### src/rtl/pe_au_sequencer.sv
// Operand/opmode sequencer for one PE's DSP48E2 arithmetic unit in a FIOS
// Montgomery pass: S multiply-accumulates followed by one carry flush.
// Every op is described by a {valid, last, idx, op} descriptor that travels
// down one delay line; taps on that line pre-skew B, C/CEC, OPMODE and the
// result strobe to match the DSP's internal register levels.
//
// state | meaning
// IDLE  | ready for a pass; A is captured on start
// READ  | one word-memory read per cycle, j = 0..S-1
// FLUSH | one cycle, pushes the P>>17 carry-flush op
// DRAIN | waits for the flush result, then back to IDLE
module pe_au_sequencer #(
  parameter int ABREG  = 1,
  parameter int MREG   = 1,
  parameter int CREG   = 1,
  parameter int S      = 8,
  parameter int RD_LAT = 1,
  localparam int AW    = (S > 1) ? $clog2(S) : 1,
  localparam int IW    = $clog2(S + 1)
) (
  input  logic          clock_i,
  input  logic          reset_i,
  input  logic          start_i,
  input  logic [16:0]   a_i,
  output logic          ready_o,
  output logic          rd_en_o,
  output logic [AW-1:0] rd_addr_o,
  input  logic [16:0]   b_i,
  input  logic [16:0]   t_i,
  output logic [16:0]   A_o,
  output logic [16:0]   B_o,
  output logic [33:0]   C_o,
  output logic          CREG_en_o,
  output logic [8:0]    OPMODE_o,
  input  logic [33:0]   P_i,
  output logic          res_valid_o,
  output logic [IW-1:0] res_idx_o,
  output logic [33:0]   res_o,
  output logic          done_o
);

  localparam int L       = 1 + ABREG + MREG;
  localparam int DL      = RD_LAT + L;
  // C leads the ALU cycle by CREG, OPMODE always by one (OPMODEREG=1).
  localparam int D_C     = ABREG + MREG - CREG;
  localparam int TAP_ISS = RD_LAT;
  localparam int TAP_C   = RD_LAT + D_C;
  localparam int TAP_OP  = RD_LAT + ABREG + MREG - 1;
  localparam int TAP_RET = DL;

  localparam logic [8:0] OP_FIRST = 9'h035;  // M + C
  localparam logic [8:0] OP_ACC   = 9'h1E5;  // M + C + P>>17
  localparam logic [8:0] OP_FLUSH = 9'h060;  // P>>17

  typedef enum logic [1:0] {IDLE, READ, FLUSH, DRAIN} state_t;

  typedef struct packed {
    logic          v;
    logic          last;
    logic [IW-1:0] idx;
    logic [8:0]    op;
  } desc_t;

  state_t        state, state_nxt;
  logic [AW-1:0] j_q, j_nxt;
  logic [16:0]   a_q;
  logic          capture;
  desc_t         desc_in;
  desc_t         dl [1:DL];
  logic [16:0]   t_c;

  // State, word counter and captured multiplier word.
  always_ff @(posedge clock_i) begin
    if (reset_i) begin
      state <= IDLE;
      j_q   <= '0;
      a_q   <= '0;
    end else begin
      state <= state_nxt;
      j_q   <= j_nxt;
      if (capture) a_q <= a_i;
    end
  end

  // Next-state, read strobe and descriptor generation.
  always_comb begin
    state_nxt = state;
    j_nxt     = j_q;
    capture   = 1'b0;
    ready_o   = 1'b0;
    rd_en_o   = 1'b0;
    desc_in   = '0;
    case (state)
      IDLE: begin
        ready_o = 1'b1;
        if (start_i) begin
          capture   = 1'b1;
          j_nxt     = '0;
          state_nxt = READ;
        end
      end
      READ: begin
        rd_en_o     = 1'b1;
        desc_in.v   = 1'b1;
        desc_in.idx = IW'(j_q);
        desc_in.op  = (j_q == '0) ? OP_FIRST : OP_ACC;
        if (j_q == AW'(S - 1)) state_nxt = FLUSH;
        else                   j_nxt     = j_q + AW'(1);
      end
      FLUSH: begin
        desc_in.v    = 1'b1;
        desc_in.last = 1'b1;
        desc_in.idx  = IW'(S);
        desc_in.op   = OP_FLUSH;
        state_nxt    = DRAIN;
      end
      DRAIN: begin
        if (dl[TAP_RET].v && dl[TAP_RET].last) state_nxt = IDLE;
      end
      default: state_nxt = IDLE;
    endcase
  end

  // Descriptor delay line: stage n holds the descriptor pushed n cycles ago.
  always_ff @(posedge clock_i) begin
    if (reset_i) begin
      for (int n = 1; n <= DL; n++) dl[n] <= '0;
    end else begin
      dl[1] <= desc_in;
      for (int n = 2; n <= DL; n++) dl[n] <= dl[n-1];
    end
  end

  generate
    if (D_C == 0) begin : g_tc_direct
      assign t_c = t_i;
    end else begin : g_tc_delay
      logic [16:0] tq [1:D_C];
      // Holds t_j until the C port's issue slot.
      always_ff @(posedge clock_i) begin
        if (reset_i) begin
          for (int n = 1; n <= D_C; n++) tq[n] <= '0;
        end else begin
          tq[1] <= t_i;
          for (int n = 2; n <= D_C; n++) tq[n] <= tq[n-1];
        end
      end
      assign t_c = tq[D_C];
    end
  endgenerate

  assign rd_addr_o   = rd_en_o ? j_q : '0;
  assign A_o         = a_q;
  assign B_o         = (dl[TAP_ISS].v && !dl[TAP_ISS].last) ? b_i : '0;
  assign CREG_en_o   = dl[TAP_C].v && !dl[TAP_C].last;
  assign C_o         = CREG_en_o ? {17'b0, t_c} : '0;
  assign OPMODE_o    = dl[TAP_OP].v ? dl[TAP_OP].op : 9'h000;
  assign res_valid_o = dl[TAP_RET].v;
  assign res_idx_o   = dl[TAP_RET].idx;
  assign res_o       = dl[TAP_RET].v ? P_i : '0;
  assign done_o      = dl[TAP_RET].v && dl[TAP_RET].last;

endmodule

### config.mk
export PLATFORM = sky130hd
export DESIGN_NAME = pe_au_sequencer
export DESIGN_NICKNAME = d
export VERILOG_FILES = /design/src/rtl/pe_au_sequencer.sv
export SDC_FILE = /design/constraint.sdc
export NUM_CORES = 1
export LEC_CHECK = 0
export CORE_MARGIN = 1
export CORE_UTILIZATION = 35
export DETAILED_ROUTE_END_ITERATION = 16
export PLACE_DENSITY = 0.8
export SLEW_MARGIN = 20
export SYNTH_ARGS = -nofsm -noshare
export SYNTH_HDL_FRONTEND = slang
export SYNTH_SLANG_ARGS = --single-unit
### constraint.sdc
create_clock -name clock_i -period 1.6 [get_ports clock_i]
set_input_delay 0.16 -clock clock_i [delete_from_list [all_inputs] [get_ports clock_i]]
set_output_delay 0.16 -clock clock_i [all_outputs]
set_load 0.02 [all_outputs]
After elaboration in Yosys (flattened, before gate mapping)
Memories as Yosys holds them, arrays and structs flattened.
Cells that the tools add are included.
{"block": "classes", "n_addsub": 1, "n_eq_ne": 8, "muxes": 28, "bitwise_logic": 5, "n_reduce_logical": 11}
{"cell": "2-to-1 mux 15 bit", "n": 4}
{"cell": "2-to-1 mux 17 bit", "n": 3}
{"cell": "2-to-1 mux 34 bit", "n": 1}
{"cell": "case mux 13 bit (2 select lines)", "n": 1}
{"cell": "2-to-1 mux 9 bit", "n": 2}
{"cell": "2-to-1 mux 1 bit", "n": 9}
{"cell": "2-to-1 mux 3 bit", "n": 3}
{"cell": "inequality test 2 bit, second input constant", "n": 4}
{"cell": "case mux 2 bit (4 select lines)", "n": 1}
{"cell": "2-to-1 mux 2 bit", "n": 3}
{"cell": "case mux 3 bit (2 select lines)", "n": 1}
{"cell": "AND reduction 3 bit", "n": 2}
{"cell": "OR 1 bit", "n": 5}
{"cell": "== test 2 bit, second input constant", "n": 2}
{"cell": "adder 3 x 1 -> 3 bit, second input constant", "n": 1}
{"cell": "== test 3 bit, second input constant", "n": 1}
{"cell": "logical AND 1 bit", "n": 3}
{"cell": "logical NOT 3 bit", "n": 1}
{"cell": "== test 2 x 1 -> 1 bit, second input constant", "n": 1}
{"cell": "logical NOT 1 bit", "n": 2}
{"cell": "logical NOT 2 bit", "n": 1}
{"cell": "nonzero test 2 bit", "n": 1}
{"cell": "OR reduction 2 bit", "n": 1}
{"block": "totals", "register_bits": 22, "mem_bits_rw": 77, "inputBits": 88, "output_inout_bits": 123, "elab_cells": 58, "n_memories": 2}
{"memory": "dl", "words": 4, "word_bits": 15, "rd": 4, "rd_ports_with_merged_regs": 0, "wr": 4, "line_no": "69", "text": "desc_t dl [1:DL];"}
{"memory": "g_tc_delay.tq", "words": 1, "word_bits": 17, "rd": 1, "rd_ports_with_merged_regs": 0, "wr": 1, "line_no": "138", "text": "logic [16:0] tq [1:D_C];"}

Longest topological paths before layout
{"block": "logic_depth", "depth_word": 4, "ltp_mapped": 7, "ltp_nobuf": 6}

Least setup slack after synthesis
Ideal clock, no wire load.
{"block": "synth_timing", "kind": "register to register", "start": "register state[0]", "end": "register state[0]", "setup_time_ns": 0.072, "arrival_ns": 1.376, "required_time_ns": 1.528, "slack_ns": 0.152, "stages_incl_launch_ff": 6, "path_buffers": 0, "path_cell_list": "dfxtp_1 inv_1 ha_1 and2b_1 a221oi_4 mux2i_1"}
{"block": "synth_via", "elab_chain_len": 3, "word_cells_on_any_way": 9, "classes_between": "eq/ne (6); mux (1); reduce/logical (2)"}
{"element": "start: declaration", "line_no": "64", "text": "state_t state, state_nxt;"}
{"element": "start signal: assignment", "line_no": "79", "text": "state <= state_nxt;"}
{"element": "== test 2 x 1 -> 1 bit, or another cell as far along", "line_no": "93", "text": "case (state)"}
{"element": "inequality test 2 bit (no source line)"}
{"element": "AND reduction 3 bit (no source line)"}
Several ways; a longest one is shown, not always the timed one.
A chain may end at the register's enable or synchronous reset.

==> flow_summary.ini <==
[global_routing]
grt_util_met3_pct = 5.29
grt_usage_pct = 16.4
grt_pass1_wl_um = 11400
overflow = 0
grt_pass1_vias = 2392
grt_max_degree = 36
grtUsageMet1_pct = 17.3
antenna_found_initial = 0
grt.busiest_layer = met2
met2_usage_pct = 30.6

[synth]
syn_avg_cell_area_um2 = 9.12
seq_area_frac_synth_pct = 47.6
yosysTopAreaCell = dfxtp_1
yosys_warnings = 0
ys.flop_type = dfxtp_1
synth-edff-count = 0
post_synth_num_cell_types = 26
yosysMostFrequentCell = and2_1
ys_ff_latch = 73
netlist_area_um2 = 3070
netlist_instances = 337
async_flop_share_pct = 0
netlist.area_leader.share_pct = 47.6
synthTopCellsByArea = dfxtp_1, and2_1, nor2b_1
synth_common_cells = and2_1, dfxtp_1, nor2b_1

[detailed_routing]
drtPass1Iterations = 4
ant_nets = 0
drt_iter0_drc = 50
vias = 2670
vias_per_cell = 4.21
wirelength_um = 7840
route.detailed.drc = 0
wire_per_inst_um = 12.4

[cts]
htree_levels = 3
clockBufferDepth = 2
path_clk_slew_ns = 0.08
cts_buffers = 9
cts_root_buf = clkbuf_8
clk_latency_ns = 0.34
cts_tree = yes
clock-sinks = 73
cts_setup_buffers = 0

[timing]
rsz0062_at_grt = false
period_needed_ns = 1.53
max_freq_mhz = 653
drv_slew = 0
finalHoldWorstSlack_ns = 0.193
finalClockSkew_ns = 0.0108
setup_viol = 0
period_share_pct = 95.6
final-hold-violation-count = 0
tns_ns = 0

[floorplanning]
dieArea_um2 = 9160
rows = 33
dieHeight_um = 95.7
initial_core_util_pct = 36.8
core-area_um2 = 8340
die-width_um = 95.7
ios = 211

[worst_hold_path]
hold_path.class = in2reg

[setup_path]
worstPathMaxFanout = 9
critical_path_required_ns = 1.44
critical_path_class = reg2out
critPathLaunchType = register
endpoint_kind = output port
worst_ep_arrival_time_ns = 1.37

[status]
status = complete, no violations

[finish]
antenna_cells = 0
final-instance-count-excl-fill = 634
nFillCells = 740
final_area_um2 = 5110
nets = 619
layout-drive-gt1-share_pct = 16.1
area_growth_pct = 66.2

[power]
powerDensity_nw_per_um2 = 1070
vdd_drop_max_mv = 0.840
p_leak_uw = 0.00230
total_power_uw = 5470

[placement]
port_buffers = 191
dp_cells = 617
dp_hpwl_um = 6030
place_congestion = 0.790
place_area_um2 = 4990

[job]
maxCapViolCount = 0
[layout by cell type (no fill, tap or decap), types with 8 or more instances in the layout]
master | synthesis | layout
clkdlybuf4s50_1 | 0 | 107
and2_1 | 79 | 78
dfxtp_1 | 73 | 69
nor2b_1 | 42 | 42
nand2_1 | 40 | 40
dlygate4sd2_1 | 0 | 32
clkdlybuf4s15_2 | 0 | 20
conb_1 | 1 | 19
buf_2 | 4 | 18
clkdlybuf4s15_1 | 0 | 13
a21oi_2 | 10 | 10
a21oi_1 | 10 | 10
clkbuf_8 | 0 | 10
inv_1 | 8 | 8
[cell type report]
| class | instances | area [um2] | area share, % |
|---|---|---|---|
| Clock buffer | 11 | 141 | 2.77 |
| Clock inverter | 5 | 55.1 | 1.08 |
| Inverter | 10 | 37.5 | 0.735 |
| Multi-Input combinational cell | 232 | 1400 | 27.3 |
| Sequential cell | 73 | 1470 | 28.8 |
| Tap cell | 105 | 131 | 2.57 |
| Timing Repair Buffer | 198 | 1880 | 36.8 |
[power by group]
group	internal [uW]	total (uW)	switching, uW
Clock	757	1400	639
Sequential	2020	2120	98.7
Combinational	923	1960	1030
Total	3700	5470	1770
[worst max-delay path, stage by stage (launching register included)]
cell and delay, ns:
dfxtp_2 0.33, and2b_4 0.30, and2_1 0.14, clkdlybuf4s15_2 0.26
[routing by layer]
metal	up-vias	share of wire (%)
met3	9	9.0
met5	-	0
met2	108	53
met1	1188	36
met4	0	1.7
li1	1365	-
[timing repair]
action | CTS | global route
pin swaps | 0 | 1
gates cloned | 0 | 1
setup endpoints to repair | 95 | 52
hold buffers | 0 | 0
gates resized for setup | 163 | 37
[sequential cells by signal, indices dropped and copies added (netlist names)]
signal and flops:
A_o 17, dl 34, g_tc_delay.tq 17, j_q 3
state 2
[logic make-up (layout without fill, tap and decap cells)]
family                     after synthesis  in the layout  share of synthesized area, %
other                                    1             19                         0.122
and+or+nand+nor                        176            177                          32.4
muxes                                    3              3                         0.977
adders and majority gates                7              7                          2.85
AOI/OAI and AO/OA                       26             26                          6.31
DFF                                     73             73                          47.6
buffers and inverters                   51            224                          9.81
[worst paths after layout]
path | start | cells past startpoint | endpoint | slack, ns
worst max-delay path | dl[0][28] | 3 | B_o[13] | 0.07
worst min-delay path | reset_i | 2 | A_o[15] | 0.19
worst max register to register | j_q[0] | 5 | state[0] | 0.17
worst min register to register | dl[0][55] | 1 | dl[0][70] | 0.43
[stage by stage]
stage / utilization (%) / setup WS (ns)
6_report: 61.3 / 0.0697
5_1_grt: 61.3 / 0.000367
4_1_cts: 62.1 / 0.00105
3_5_place_dp: 59.9 / -0.120
3_3_place_gp: 59.9 / 0.0130
2_1_floorplan: - / 0.152
Power figures use the tool's default switching activity.
